--- config.mk ---
export PLATFORM = sky130hd
export DESIGN_NAME = mult_host_if
export DESIGN_NICKNAME = d
export VERILOG_FILES = /design/src/rtl/mult_host_if.sv
export SDC_FILE = /design/constraint.sdc
export NUM_CORES = 1
export LEC_CHECK = 0
export CAP_MARGIN = 15
export CORE_ASPECT_RATIO = 1.2
export CORE_MARGIN = 5
export CORE_UTILIZATION = 39
export DETAILED_ROUTE_END_ITERATION = 8
export PLACE_DENSITY = 0.76
export SETUP_SLACK_MARGIN = 0.15
export SKIP_LAST_GASP = 1
export SLEW_MARGIN = 0
export SYNTH_ARGS = -nofsm -noshare
export SYNTH_HDL_FRONTEND = slang
export SYNTH_SLANG_ARGS = --single-unit
--- constraint.sdc ---
create_clock -name clk -period 1.5 [get_ports clk]
set_input_delay 0.225 -clock clk [delete_from_list [all_inputs] [get_ports clk]]
set_output_delay 0.225 -clock clk [all_outputs]
set_load 0.005 [all_outputs]
--- src/rtl/mult_host_if.sv ---
// Initiator-side sequencer for the sequential multiplier controller: accepts operands,
// launches the controller, retries on controller error, and returns product or error.
module mult_host_if #(
    parameter int unsigned WIDTH     = 8,
    parameter int unsigned TIMEOUT   = 8,
    parameter int unsigned MAX_RETRY = 1
) (
    input  logic               clk,
    input  logic               reset_a,
    input  logic               req_valid,
    output logic               req_ready,
    input  logic [WIDTH-1:0]   req_a,
    input  logic [WIDTH-1:0]   req_b,
    output logic [WIDTH-1:0]   mult_a,
    output logic [WIDTH-1:0]   mult_b,
    output logic               start,
    input  logic               done,
    input  logic [2:0]         mult_state,
    input  logic [2*WIDTH-1:0] product,
    output logic               rsp_valid,
    input  logic               rsp_ready,
    output logic [2*WIDTH-1:0] rsp_product,
    output logic               rsp_err,
    output logic               rsp_retried
);

    localparam int unsigned TW = $clog2(TIMEOUT) + 1;
    localparam int unsigned RW = $clog2(MAX_RETRY + 1) + 1;
    localparam logic [TW-1:0] TimeoutLast = TW'(TIMEOUT - 1);
    localparam logic [RW-1:0] MaxRetry    = RW'(MAX_RETRY);
    localparam logic [2:0]    CtrlErr     = 3'b101;

    typedef enum logic [1:0] {StIdle, StLaunch, StWait, StResp} state_e;

    state_e             r_state;
    logic [WIDTH-1:0]   r_mult_a;
    logic [WIDTH-1:0]   r_mult_b;
    logic [2*WIDTH-1:0] r_rsp_product;
    logic               r_rsp_err;
    logic               r_rsp_retried;
    logic [TW-1:0]      r_timer;
    logic [RW-1:0]      r_retry;

    always_ff @(posedge clk or negedge reset_a) begin
        if (!reset_a) begin
            r_state       <= StIdle;
            r_mult_a      <= '0;
            r_mult_b      <= '0;
            r_rsp_product <= '0;
            r_rsp_err     <= 1'b0;
            r_rsp_retried <= 1'b0;
            r_timer       <= '0;
            r_retry       <= '0;
        end else begin
            case (r_state)
                StIdle: begin
                    if (req_valid) begin
                        r_mult_a      <= req_a;
                        r_mult_b      <= req_b;
                        r_retry       <= '0;
                        r_rsp_retried <= 1'b0;
                        r_state       <= StLaunch;
                    end
                end
                StLaunch: begin
                    r_timer <= '0;
                    r_state <= StWait;
                end
                StWait: begin
                    // done outranks a controller error, which outranks the timeout
                    if (done) begin
                        r_rsp_product <= product;
                        r_rsp_err     <= 1'b0;
                        r_state       <= StResp;
                    end else if (mult_state == CtrlErr) begin
                        if (r_retry < MaxRetry) begin
                            r_retry       <= r_retry + 1'b1;
                            r_rsp_retried <= 1'b1;
                            r_state       <= StLaunch;
                        end else begin
                            r_rsp_product <= '0;
                            r_rsp_err     <= 1'b1;
                            r_state       <= StResp;
                        end
                    end else if (r_timer == TimeoutLast) begin
                        r_rsp_product <= '0;
                        r_rsp_err     <= 1'b1;
                        r_state       <= StResp;
                    end else if (r_timer != '1) begin
                        r_timer <= r_timer + 1'b1;
                    end
                end
                StResp: begin
                    if (rsp_ready) begin
                        r_state <= StIdle;
                    end
                end
                default: r_state <= StIdle;
            endcase
        end
    end

    assign req_ready   = (r_state == StIdle);
    assign start       = (r_state == StLaunch);
    assign rsp_valid   = (r_state == StResp);
    assign mult_a      = r_mult_a;
    assign mult_b      = r_mult_b;
    assign rsp_product = r_rsp_product;
    assign rsp_err     = r_rsp_err;
    assign rsp_retried = r_rsp_retried;

endmodule

Word level (Yosys, flattened, before mapping) --
Cells that the tools add are included.
Operators by class: div/mod/pow operators 0, equal/unequal tests 16, order comparisons 1, shifts and indexed selects 0, mux-type cells 30, reductions and logical operators 9, $mul 0, bitwise logic cells 0, $add $sub $neg 2
Operators with widths (number):
- 16-bit two-way mux | 4
- 2-bit two-way mux | 10
- 4-bit two-way mux | 4
- 2-bit != test (second input constant) | 7
- 5-bit AND reduction | 2
- 1-bit two-way mux | 8
- 4-bit != test (second input constant) | 2
- 2-bit case mux with 4 select lines | 1
- 4-bit case mux with 2 select lines | 1
- 3-bit AND reduction | 2
- 4-bit by 1-bit adder with 4-bit output (second input constant) | 1
- 2-bit == test (second input constant) | 2
- 4-bit by 3-bit == test with 1-bit output (second input constant) | 1
- 2-bit case mux with 2 select lines | 1
- 2-bit nonzero test | 2
- 3-bit == test (second input constant) | 1
- 3-bit != test (second input constant) | 1
- 3-bit nonzero test | 1
- 2-bit by 1-bit adder with 2-bit output (second input constant) | 1
- 2-bit by 1-bit == test with 1-bit output (second input constant) | 1
- 2-bit zero test | 1
- 2-bit by 1-bit less-than comparator with 1-bit output (second input constant) | 1
- 2-bit by 1-bit != test with 1-bit output (second input constant) | 1
- 1-bit case mux with 2 select lines | 1
- 2-bit AND reduction | 1
Word-level totals: memory bits (read-only) 0, logic and storage cells 66, memories kept 0, latch bits 0, memory bits (writable) 0, input port bits 40, register bits after elaboration 42

Longest topological paths before layout --
Gate-level depths: netlist of run 1.
word-level depth 6, gate-level depth with buffers 5, depth with buffers taken out 4

Least setup slack after synthesis of run 1 --
No wires, ideal clock.
path type register to register, start register r_state[1], end register r_mult_a[1] (netlist: mult_a[1]), data required time 1375 ps, library setup time 125 ps, stages on the path, launching flop included 5, data arrival time 1329 ps, period minus slack after synthesis 1454 ps, slack 46 ps, path through dfrtp_1 or3b_1 buf_6 buf_8 mux2_4
On the way: cells in the longest elaborated chain, start to end 2
RTL lines:
- start: declaration | line 35 | state_e r_state;
- start signal: assignment | line 46 | r_state <= StIdle;
- start signal: assignment | line 62 | r_state <= StLaunch;
- start signal: assignment | line 67 | r_state <= StWait;
- 2-bit zero test | line 55 | case (r_state)
- 2-bit AND reduction (no line)
- end signal: assignment | line 58 | r_mult_a <= req_a;
- end: declaration | line 36 | logic [WIDTH-1:0] r_mult_a;
No other way between the ends. A chain may end at the register's enable or synchronous reset.

Worst setup path after layout of run 1 --
start register r_state[1], end register r_mult_a[7] (netlist: mult_a[7])
Same word-level chain as after synthesis.

==> results of run 1 <==
==> placed cells by master, fill, tap and decap left out, types with 2 or more instances in the layout <==
master	instances
or3b_4	2
buf_2	2
buf_4	39
nor2b_4	2
dfrtp_1	42
o311ai_1	6
mux2_4	8
and3_1	2
a21o_1	3
nand3b_1	2
clkdlybuf4s50_1	38
ha_4	2
buf_12	4
dlygate4sd2_1	34
o21ai_0	2
mux2_2	10
o311ai_2	10
inv_1	21
buf_6	6
clkbuf_8	6
nand3_2	15
nand2_1	19
and4_1	2
==> cell type report <==
cell class,instances,area [µm²]
Inverter,21,78.8
Tap cell,60,75.1
Multi-Input combinational cell,107,1090
Sequential cell,42,1050
Timing Repair Buffer,128,1190
Clock inverter,2,12.5
Clock buffer,6,82.6
Fill cell,351,1390
==> routing by layer <==
| layer | track usage [%] | vias up | share of wire (%) | wire length (µm) |
|---|---|---|---|---|
| li1 | - | 900 | - | - |
| met1 | 21.2 | 962 | 41 | 2530 |
| met2 | 28.9 | 46 | 54 | 3310 |
| met3 | 3.04 | 10 | 3.7 | 228 |
| met4 | 5.41 | 0 | 1.4 | 89 |
| met5 | 0 | - | 0 | 0 |
==> through the flow <==
stage,hold WS [ns],cell area [µm²]
final,0.350,3580
after global routing,0.381,3580
after CTS,0.317,3310
after detailed placement,0.0974,3000
after global placement,0.0931,3000
after floorplan,-0.0706,2040
==> power by group through the flow <==
stage               Combinational [µW]  Sequential [µW]  Clock [µW]
floorplan                         1330             2040           0
global placement                  2880             2000           0
detailed placement                2960             2020           0
CTS                               3330             1930         781
global route                      4170             2020         823
finish                            3890             1960         760
==> worst max path at each step <==
stage	cells past startpoint	endpoint	slack, ns	from
after floorplan	4	mult_a[1]	0.05	r_state[1]
after global placement	4	rsp_product[0]	-0.42	mult_state[1]
after detailed placement	4	rsp_product[2]	-0.49	mult_state[1]
after CTS	4	mult_a[7]	0.02	r_state[1]
after global routing	4	mult_a[7]	-0.02	r_state[1]
final	4	mult_a[7]	0.01	r_state[1]
==> synth_stat cells (all sizes together) <==
cell type	instances	area, µm²
dfrtp	42	1050
inv	21	78.8
nand2	20	75.1
mux2	18	233
o311ai	17	149
nand3	16	80.1
buf	7	51.3
clkbuf	6	22.5
a21o	3	22.5
and4	3	26.3
nand3b	3	35.0
a21oi	2	10.0
a31oi	2	12.5
and3	2	12.5
ha	2	25.0
mux2i	2	20.0
nor2	2	7.51
nor2b	2	12.5
o21ai	2	10.0
or3b	2	17.5
a211o	1	8.76
a41o	1	10.0
a41oi	1	8.76
and3b	1	8.76
nand2b	1	6.26
nand4b	1	8.76
nor4	1	6.26
o21a	1	7.51
o32ai	1	8.76
==> flip-flops by register name, indices dropped and copies added, names as in the netlist <==
signal	cells
rsp_retried	1
r_state	2
rsp_err	1
r_timer	4
r_retry	2
mult_b	8
rsp_product	16
mult_a	8
==> repair_timing <==
item,4_1_cts,5_1_grt
hold buffers,1,0
gates cloned,1,1
buffers inserted,20,3
hold endpoints to repair,7,0
setup endpoints to repair,73,42
pin swaps,3,11
gates resized for setup,64,41
==> cell families after synthesis <==
family,count (synthesis),share of synthesized area [%]
compound gates,31,12.2
buf+inv,34,7.54
mux,20,12.5
simple gates,54,14.6
fa+ha+maj,2,1.24
flops,42,51.9
==> results by group, run 1 <==
Outcome
  – Status: completed

Power
  – Seq pwr share: around 30%
  – Sw Share: 34.4%
  – Comb pwr share: approximately three fifths
  – Leakage power: about 0.0017 µW
  – Total power: 6610 µW
  – Clk pwr share: 11.5%
  – Worst IR Drop VDD: 0.800 mV
  – Power Internal: roughly 4300 µW
  – PwrDens: 1840 nW/µm²
  – Psw: approximately 2300 µW

Worst setup path
  – Delay-heaviest family, CP: flip-flops
  – R2R setup slack: 0.01 ns
  – Crit path max fanout: 6
  – Setup CP Type: register to register
  – RR Endpoint: mult_a[7]
  – Critical path required time: roughly 1.7 ns
  – Endpoint class of the critical path: register
  – Cell count of the worst reg-to-reg path: 4
  – Crit path buf inv count: 2
  – Crit start category: register
  – Worst r2r src: r_state[1]
  – Slowest CP cell: dfrtp_1
  – CP peak stage delay: ~0.41 ns
  – Worst path cell trace: buf_6 > or3b_4 > buf_8 > mux2_4
  – WP data arrival: roughly 1.7 ns

STA
  – RSZ-0062 raised after global routing: yes
  – Setup ws final: 0.0111 ns
  – Final hold viol count: 0
  – Period utilization: 99.3%
  – Min Tclk post-route: 1.49 ns
  – Final setup viols: 0
  – Clock skew: between 0.009 and 0.01 ns
  – Slew headroom: between 60% and 70%
  – TNS Setup: 0 ns
  – Final Slew Violations: 0
  – F_max: 672 MHz
  – Worst Tran Pin Value: 0.463 ns

Placed design
  – Post-DP HPWL: roughly 3.9 mm
  – Post-place setup slack: -0.490 ns
  – Placed cells: 332
  – Port Buffers: 76
  – GPL Wtd Cong: approximately 0.77

Die
  – Starting Density: about two fifths
  – DIE HEIGHT: slightly below 90 µm
  – I/O pin cnt: 77
  – Core ar.: slightly below 5000 µm²
  – Chip Width: around 76 µm
  – DIE AREA: between 6000 and 7000 µm²
  – FP Rows: 28

Finish
  – Area grow syn2layout: 76.8%
  – Share of layout cells above drive strength 1: roughly two fifths
  – Final Core Density: between 70 and 80%
  – Post-layout nets: ~350
  – Antenna Cells: 0
  – Non-Filler Instances: between 300 and 400

CTS
  – Clk slew on worst S/H paths: around 0.080 ns
  – CTS tree: done
  – Clock Latency Late Sink: 0.29 ns
  – CTS H-tree lvls: 2
  – Num CTS Buffers: 5
  – Root Buffer: clkbuf_8
  – CTS Buffer Depth: 2
  – TritonCTS Sinks: 42

Yosys
  – Post-synthesis cell type count: 34
  – Syn Nets: 225
  – Syn Inst Count: 183
  – Netlist Area Pre-Place: a little over 2000 µm²
  – Synthesized area per cell: 11.1 µm²
  – Flops & latches, synth: 42
  – Sequential area share after synthesis: 51.9%
  – Yosys warning count: 0

Routing
  – Routed len/inst: about 17 µm
  – First drt pass iteration count: 4
  – Vias: between 1500 and 2000
  – Drt drc: 0
  – Vias per std cell: around 5.2
  – Post-DRT Antenna Nets: 0
  – Final wirelength: a little over 6 mm
  – DR iter-0 viols: 90

Global route
  – Antenna violations before repair: 0
  – Vias in the first global route: about 1800
  – Pin count of the biggest net entering global routing: 31
  – All-layer global routing usage: ~17%
  – Grt ovf: 0
  – First-pass GRT wire length: between 8 and 9 mm

Worst hold path
  – Worst min path class: input pin to asynchronous set/reset pin

Job
  – Max cap viols: 0
Power figures use the tool's default switching activity.
==> run 2, diff against run 1 <==
- RECOVER_POWER: not set -> 25
==> results by group, run 2 (synthesis results as in run 1) <==
Outcome
  – Status: completed

Global route
  – All-layer global routing usage: between 10% and 20%
  – Vias in the first global route: around 1800
  – First-pass GRT wire length: slightly below 9 mm
  – Antenna violations before repair: 0
  – Grt ovf: 0
  – Pin count of the biggest net entering global routing: 31

STA
  – TNS Setup: 0 ns
  – Final Slew Violations: 0
  – Final hold viol count: 0
  – Period utilization: between 90 and 100%
  – F_max: between 600 and 700 MHz
  – Slew headroom: 68.0%
  – RSZ-0062 raised after global routing: yes
  – Clock skew: 0.00994 ns
  – Final setup viols: 0
  – Hold WS: 0.418 ns
  – Min Tclk post-route: 1.49 ns
  – Worst Tran Pin Value: between 0.4 and 0.5 ns

Finish
  – Share of layout cells above drive strength 1: about two fifths
  – Area grow syn2layout: 76.2%
  – Post-layout nets: about 350
  – Commonest non-fill, non-tap cell in the layout: dfrtp_1
  – Layout fillers: about 350
  – Antenna Cells: 0
  – Max reg flops: 16
  – Most frequent cells in the layout: dfrtp_1, buf_4, clkdlybuf4s50_1
  – Non-Filler Instances: 366
  – Final Core Density: just over 70%

Placed design
  – Port Buffers: 76
  – GPL Wtd Cong: approximately 0.77
  – Post-DP HPWL: between 3 and 4 mm
  – Placed cells: roughly 330

CTS
  – CTS H-tree lvls: 2
  – Clk slew on worst S/H paths: around 0.080 ns
  – Num CTS Buffers: 5
  – CTS tree: done
  – CTS Buffer Depth: 2
  – TritonCTS Sinks: 42
  – Clock Latency Late Sink: between 0.2 and 0.3 ns
  – Root Buffer: clkbuf_8

Die
  – DIE HEIGHT: 89.0 µm
  – Starting Density: between 40% and 50%
  – FP Rows: 28
  – DIE AREA: between 6000 and 7000 µm²
  – Chip Width: between 70 and 80 µm
  – Core ar.: about 5000 µm²
  – I/O pin cnt: 77

Worst hold path
  – Worst min path class: input pin to asynchronous set/reset pin

Worst setup path
  – R2R setup slack: 0.01 ns
  – Cell count of the worst reg-to-reg path: 4
  – Worst path cell trace: buf_6 > or3b_4 > buf_8 > mux2_4
  – Crit start category: register
  – Setup CP Type: register to register
  – CP peak stage delay: roughly 0.41 ns
  – Critical Path Source: r_state[1]
  – RR Endpoint: mult_a[7]
  – Crit path buf inv count: 2
  – Worst r2r src: r_state[1]
  – Critical path required time: roughly 1.7 ns
  – WP data arrival: 1.67 ns
  – Delay-heaviest family, CP: flip-flops
  – Endpoint class of the critical path: register
  – Slowest CP cell: dfrtp_1
  – Crit path max fanout: 6

Routing
  – Post-DRT Antenna Nets: 0
  – Drt drc: 0
  – First drt pass iteration count: 4
  – Routed len/inst: approximately 17 µm
  – Vias: between 1500 and 2000
  – DR iter-0 viols: 91
  – Final wirelength: about 6 mm
  – Vias per std cell: roughly 5.2

Power
  – Leakage power: between 0.0015 and 0.002 µW
  – Worst IR Drop VDD: approximately 0.80 mV
  – PwrDens: ~1900 nW/µm²
  – Total power: between 6000 and 7000 µW

Job
  – Max cap viols: 0
-- run 2: how the worst max path moves through the flow --
| stage | endpoint | slack, ns | depth (start not counted) |
|---|---|---|---|
| global placement | rsp_product[0] | -0.42 | 4 |
| detailed placement | rsp_product[2] | -0.49 | 4 |
| global route | mult_a[7] | -0.02 | 4 |
| floorplan | mult_a[1] | 0.05 | 4 |
| CTS | mult_a[7] | 0.02 | 4 |
| finish | mult_a[7] | 0.01 | 4 |
-- run 2: where the power goes --
group	switching [µW]	internal, µW	leakage (µW)	total [µW]
Sequential	295	1660	0.000493	1960
Clock	390	370	0.0000472	761
Combinational	1590	2300	0.00116	3880
Total	2270	4330	0.00170	6600
-- run 2: area by class of cell --
class                   instances  area [µm²]  area share (%)
clock buffers                   6        82.6            2.31
clock inverters                 2        12.5           0.351
inverters                      21        78.8            2.21
multi-input cells             107        1090            30.5
flip-flops and latches         42        1050            29.5
well taps                      60        75.1            2.10
repair buffers                128        1180            33.1
-- run 2: metal layers --
metal | part of all wire [%] | up-vias | track usage (%)
li1 | - | 899 | -
met1 | 41 | 958 | 21.2
met2 | 54 | 48 | 28.9
met3 | 3.8 | 10 | 3.04
met4 | 1.4 | 0 | 5.41
met5 | 0 | - | 0
-- run 2: repair_timing --
item | CTS | global route
hold buffers | 1 | 0
buffers inserted | 20 | 3
setup endpoints to repair | 73 | 42
endpoints found under the hold margin | 7 | 0
cloned | 1 | 1
pin swaps | 3 | 11
resized for setup | 64 | 41
-- run 2: worst register-to-register path, stage by stage, from the launching register on --
cell and delay, ns:
dfrtp_1 0.41, buf_6 0.13, or3b_4 0.40, buf_8 0.16, mux2_4 0.29
-- run 2: stage by stage --
stage | area [µm²] | setup slack, ns
after CTS | 3310 | 0.0157
after global placement | 3000 | -0.421
after floorplan | 2040 | 0.0459
after global routing | 3570 | -0.0204
after detailed placement | 3000 | -0.490
final | 3570 | 0.0116
